[src/rtl/gfx_cmd_queue.sv]
// Graphics command queue between the execute stage and the video unit.
// Accepts sprite/font/background commands, optionally drains only during
// vertical blank, and keeps sticky flags for overflow and bad sprite slots.
module gfx_cmd_queue #(
  parameter int unsigned DEPTH    = 8,
  parameter int unsigned NSPR     = 32,
  parameter int unsigned VBL_ONLY = 1,
  localparam int unsigned SEL_W   = $clog2(NSPR),
  localparam int unsigned CNT_W   = $clog2(DEPTH) + 1
) (
  input  logic             clk,
  input  logic             reset,
  input  logic             cmd_valid,
  input  logic [1:0]       cmd_type,
  input  logic [4:0]       cmd_sel,
  input  logic [31:0]      cmd_a,
  input  logic [31:0]      cmd_b,
  input  logic [2:0]       cmd_flags,
  input  logic             vblank,
  input  logic             out_ready,
  output logic             stall_E,
  output logic             out_valid,
  output logic [1:0]       out_type,
  output logic [SEL_W-1:0] out_sel,
  output logic [9:0]       out_x,
  output logic [8:0]       out_y,
  output logic [10:0]      out_font_addr,
  output logic [3:0]       out_font_data,
  output logic [2:0]       out_flags,
  output logic [CNT_W-1:0] count,
  output logic             err_ovf,
  output logic             err_sel
);

  localparam int unsigned AW = $clog2(DEPTH);

  // One stored command; x/font_addr share a_lo and y/font_data share b_lo.
  typedef struct packed {
    logic [1:0]       kind;
    logic [SEL_W-1:0] sel;
    logic [10:0]      a_lo;
    logic [8:0]       b_lo;
    logic [2:0]       flags;
  } entry_t;

  entry_t          mem [DEPTH];
  entry_t          wr_entry;
  entry_t          head;
  logic [AW-1:0]   rd_ptr;
  logic [AW-1:0]   wr_ptr;
  logic            full;
  logic            type_ok;
  logic            sel_ok;
  logic            pop;
  logic            push;
  logic            drop_ovf;
  logic            drop_sel;
  logic            unused_bits;

  // Operand bits above the packed fields are intentionally ignored.
  assign unused_bits = ^{cmd_a[31:11], cmd_b[31:9], cmd_sel};

  // Accept/drop decisions for the command offered this cycle.
  always_comb begin
    full     = (count == CNT_W'(DEPTH));
    type_ok  = (cmd_type != 2'b11);
    sel_ok   = (cmd_type != 2'b00) || ({1'b0, cmd_sel} < 6'(NSPR));
    pop      = out_valid && out_ready;
    push     = cmd_valid && type_ok && sel_ok && (!full || pop);
    drop_sel = cmd_valid && !sel_ok;
    drop_ovf = cmd_valid && type_ok && sel_ok && full && !pop;
  end

  // Pack the incoming command into a storage entry.
  always_comb begin
    wr_entry       = '0;
    wr_entry.kind  = cmd_type;
    wr_entry.sel   = cmd_sel[SEL_W-1:0];
    wr_entry.a_lo  = cmd_a[10:0];
    wr_entry.b_lo  = cmd_b[8:0];
    wr_entry.flags = cmd_flags;
  end

  // Storage array; contents are not reset, a reset cycle never writes.
  always_ff @(posedge clk) begin
    if (push && !reset) begin
      mem[wr_ptr] <= wr_entry;
    end
  end

  // Pointers, occupancy and sticky error flags.
  always_ff @(posedge clk) begin
    if (reset) begin
      rd_ptr  <= '0;
      wr_ptr  <= '0;
      count   <= '0;
      err_ovf <= 1'b0;
      err_sel <= 1'b0;
    end else begin
      if (push) wr_ptr <= wr_ptr + AW'(1);
      if (pop)  rd_ptr <= rd_ptr + AW'(1);
      case ({push, pop})
        2'b10:   count <= count + CNT_W'(1);
        2'b01:   count <= count - CNT_W'(1);
        default: count <= count;
      endcase
      if (drop_ovf) err_ovf <= 1'b1;
      if (drop_sel) err_sel <= 1'b1;
    end
  end

  // Show-ahead head entry and handshake outputs.
  always_comb begin
    head          = mem[rd_ptr];
    stall_E       = full;
    out_valid     = (count != '0) && ((VBL_ONLY == 0) || vblank);
    out_type      = head.kind;
    out_sel       = head.sel;
    out_x         = head.a_lo[9:0];
    out_y         = head.b_lo;
    out_font_addr = head.a_lo;
    out_font_data = head.b_lo[3:0];
    out_flags     = head.flags;
  end

endmodule

[config.mk]
export PLATFORM = sky130hd
export DESIGN_NAME = gfx_cmd_queue
export DESIGN_NICKNAME = d
export VERILOG_FILES = /design/src/rtl/gfx_cmd_queue.sv
export SDC_FILE = /design/constraint.sdc
export NUM_CORES = 1
export LEC_CHECK = 0
export CELL_PAD_IN_SITES_DETAIL_PLACEMENT = 1
export CELL_PAD_IN_SITES_GLOBAL_PLACEMENT = 2
export CORE_UTILIZATION = 42
export DETAILED_ROUTE_END_ITERATION = 16
export PLACE_DENSITY = 0.82
export SLEW_MARGIN = 20
export SYNTH_ARGS = -nofsm -noshare
export SYNTH_HDL_FRONTEND = slang
export SYNTH_SLANG_ARGS = --single-unit
[constraint.sdc]
create_clock -name clk -period 7.4 [get_ports clk]
set_clock_uncertainty 0.1 [all_clocks]
set_input_delay 1.85 -clock clk [delete_from_list [all_inputs] [get_ports clk]]
set_output_delay 1.85 -clock clk [all_outputs]
set_load 0.05 [all_outputs]
==> impl_metrics.tcl <==
set metrics [dict create \
    synth.ff_latch_count 254 \
    start_util_pct 43.15 \
    cts_hold_buf 0 \
    start_kind "flip-flop" \
    final_cell_mix "240 x edfxtp_1, 85 x clkdlybuf4s50_1, 60 x mux4_2, 30 x mux2_2, 29 x clkbuf_16" \
    min-delay-start "err_ovf" \
    grt-ovfl-total 0 \
    setup-tns-final_ns 0 \
    async_flop_share_pct 0 \
    wl_um 20000 \
    final_nets 621 \
    hold_depth 2 \
    post-route-period-util_pct 74.34 \
    antenna_found_initial 0 \
    gp_congestion 0.7508 \
    io_pins 131 \
    cts_resized 0 \
    cts_made_buffers 28 \
    final_common_cell "edfxtp_1" \
    p_int_uw 2502 \
    cts.clk_slew.worst_paths_ns 0.06 \
    syn_inst 446 \
    min_to "err_ovf" \
    sw_frac_of_total_pct 22.56 \
    p_seq_share_pct 50.0 \
    port_buffers 85 \
    pwr-share-comb_pct 9.5 \
    critPathKind "reg2out" \
    cp-end-kind "primary output" \
    num_rows 55 \
    firstDrtPassIters 4 \
    post-route-util_pct 52.24 \
    irDropWorstVdd_v 0.0001866 \
    cp_slowest_stage_delay_ns 0.86 \
    slew_headroom_pct 33.20 \
    drv_cap 0 \
    core_um2 22780 \
    reg2reg_from "count[1]" \
    stdcell_count 871 \
    synthToLayoutAreaGrowth_pct 21.07 \
    drc_errors 0 \
    p_sw_uw 728.7 \
    synth_warnings 0 \
    netlist.area_leader.share_pct 73.33 \
    worst_pin_slew_ns 1.002 \
    cellLeakagePower_uw 0.003696 \
    grt_use_total_pct 17.24 \
    antennaDiodeCount 0 \
    drv_slew 0 \
    synth_ff_type "edfxtp_1" \
    synth_edf_count 240 \
    finalCriticalPeriod_ns 5.502 \
    cp_data_required_time_ns 5.45 \
    dp.cells 822 \
    wl_per_cell_um 22.96 \
    hold_path.class "reg2reg" \
    fmax_mhz 181.8 \
    die_h_um 155.0 \
    drive_gt1_share_pct 29.03 \
    final_antenna_net_count 0 \
    r2r_end "mem[2][19]" \
    synth-seq-area-share_pct 76.18 \
    clock-sinks 254 \
    path_max_fanout 37 \
    grt_setup_unrepaired "false" \
    finalSetupViolations 0 \
    clk_path_buf_depth 3 \
    outcome "finished clean" \
    clkLatencyLatePin_ns 0.52 \
    dp_hpwl_um 11740 \
    synth_area_leaders "edfxtp_1 73%, mux4_2 14%, mux2_2 3.4%" \
    synth_area_per_cell_um2 22.04 \
    netlist_area_um2 9828 \
    drt_iter0_markers 228 \
    grt_pass1_vias 5091 \
    cpMaxStageDelayCell "dfxtp_4" \
    clock_power_share_pct 40.5 \
    grt_max_degree 38 \
    crit_chain "buf_4, mux4_2, mux2_2, clkdlybuf4s50_1" \
    synth_top_area_cell "edfxtp_1" \
    vias 4650 \
    die_w_um 155.0 \
    cts_tree "built" \
    syn_nets 528 \
    hold_viol_final 0 \
    r2r_setup_slack_ns 4.15 \
    grt_pass1_wl_um 30510 \
    die-area_um2 24020 \
    cts_max_level 1 \
    ys_types 40 \
    postCtsSetupBuffers 0 \
    root_buffer "clkbuf_16" \
    p_per_area_nw_per_um2 271.5 \
    ff2ff_path_depth 5 \
    routed_via_density 5.339 \
    arrival_ns 3.55 \
]
## final cells by class
class | instances | area [um^2]
Clock buffer | 33 | 740.7
Tap cell | 313 | 391.6
Multi-Input combinational cell | 156 | 2183
Sequential cell | 254 | 7493
Timing Repair Buffer | 99 | 955.9
Fill cell | 2031 | 10880
Clock inverter | 16 | 133.9
## power groups by stage
| stage | combinational [uW] | sequential [uW] | clock [uW] |
|---|---|---|---|
| after detailed placement | 309 | 1650 | 0 |
| after floorplan | 217 | 1640 | 0 |
| after global placement | 302 | 1650 | 0 |
| final | 306 | 1620 | 1310 |
| after CTS | 310 | 1620 | 1340 |
| after global routing | 322 | 1620 | 1390 |
## flip-flops by register name, indices dropped and copies added (netlist names), named ones only
register	flops
mem	240
wr_ptr	3
count	4
rd_ptr	3
err_ovf	1
## synthesized netlist by cell type (all sizes together) (2+ instances only)
| master | instances |
|---|---|
| nor2 | 12 |
| nor4b | 2 |
| nand2 | 6 |
| dfxtp | 14 |
| edfxtp | 240 |
| buf | 24 |
| mux4 | 60 |
| a21oi | 4 |
| nor4 | 2 |
| mux2i | 3 |
| clkbuf | 12 |
| nor2b | 2 |
| ha | 3 |
| xnor2 | 3 |
| nor3 | 5 |
| mux2 | 32 |
| and2 | 3 |
| nand2b | 3 |
## stage by stage
step	instance area, um^2	hold slack (ns)	total power [uW]	setup WS (ns)
floorplan	9828	0.3847	1855	1.289
global placement	11020	0.3651	1947	2.161
detailed placement	11020	0.3706	1957	1.997
CTS	11900	0.3914	3269	1.773
global route	11900	0.4047	3329	1.650
finish	11900	0.3905	3230	1.898
## critical path, delay by kind of cell (launching register included)
family                 cells  cell delay, ns
buffers and inverters      2            1.28
DFF                        1            0.86
muxes                      2            0.86
## cell families (layout without fill, tap and decap cells)
kind of cell / after synthesis / in the layout / share of synthesized area, %
other cells: 1 / 1 / 0.03816
buf+inv: 36 / 148 / 2.101
flops: 254 / 254 / 76.18
mux: 95 / 95 / 17.72
compound gates: 12 / 12 / 0.9675
xor+xnor: 4 / 4 / 0.3565
simple gates: 41 / 41 / 2.253
fa+ha+maj: 3 / 3 / 0.3820
## worst max-delay path by stage
| stage | startpoint | endpoint | slack, ns | cells past startpoint |
|---|---|---|---|---|
| floorplan | cmd_valid | mem[0][0] | 1.29 | 3 |
| global placement | cmd_type[0] | mem[2][27] | 2.16 | 6 |
| detailed placement | cmd_type[0] | mem[2][12] | 2.00 | 6 |
| CTS | flip-flop | out_y[5] | 1.77 | 4 |
| global route | flip-flop | out_y[5] | 1.65 | 4 |
| finish | flip-flop | out_y[5] | 1.90 | 4 |
## layer usage
layer / GRT usage [%] / part of all wire, % / vias to the layer above
li1: - / - / 2023
met1: 22.27 / 41 / 2448
met2: 30.22 / 51 / 138
met3: 2.340 / 4.8 / 41
met4: 5.611 / 2.3 / 0
met5: 0 / 0 / -
Note: power is estimated with default switching activity, not from simulation.
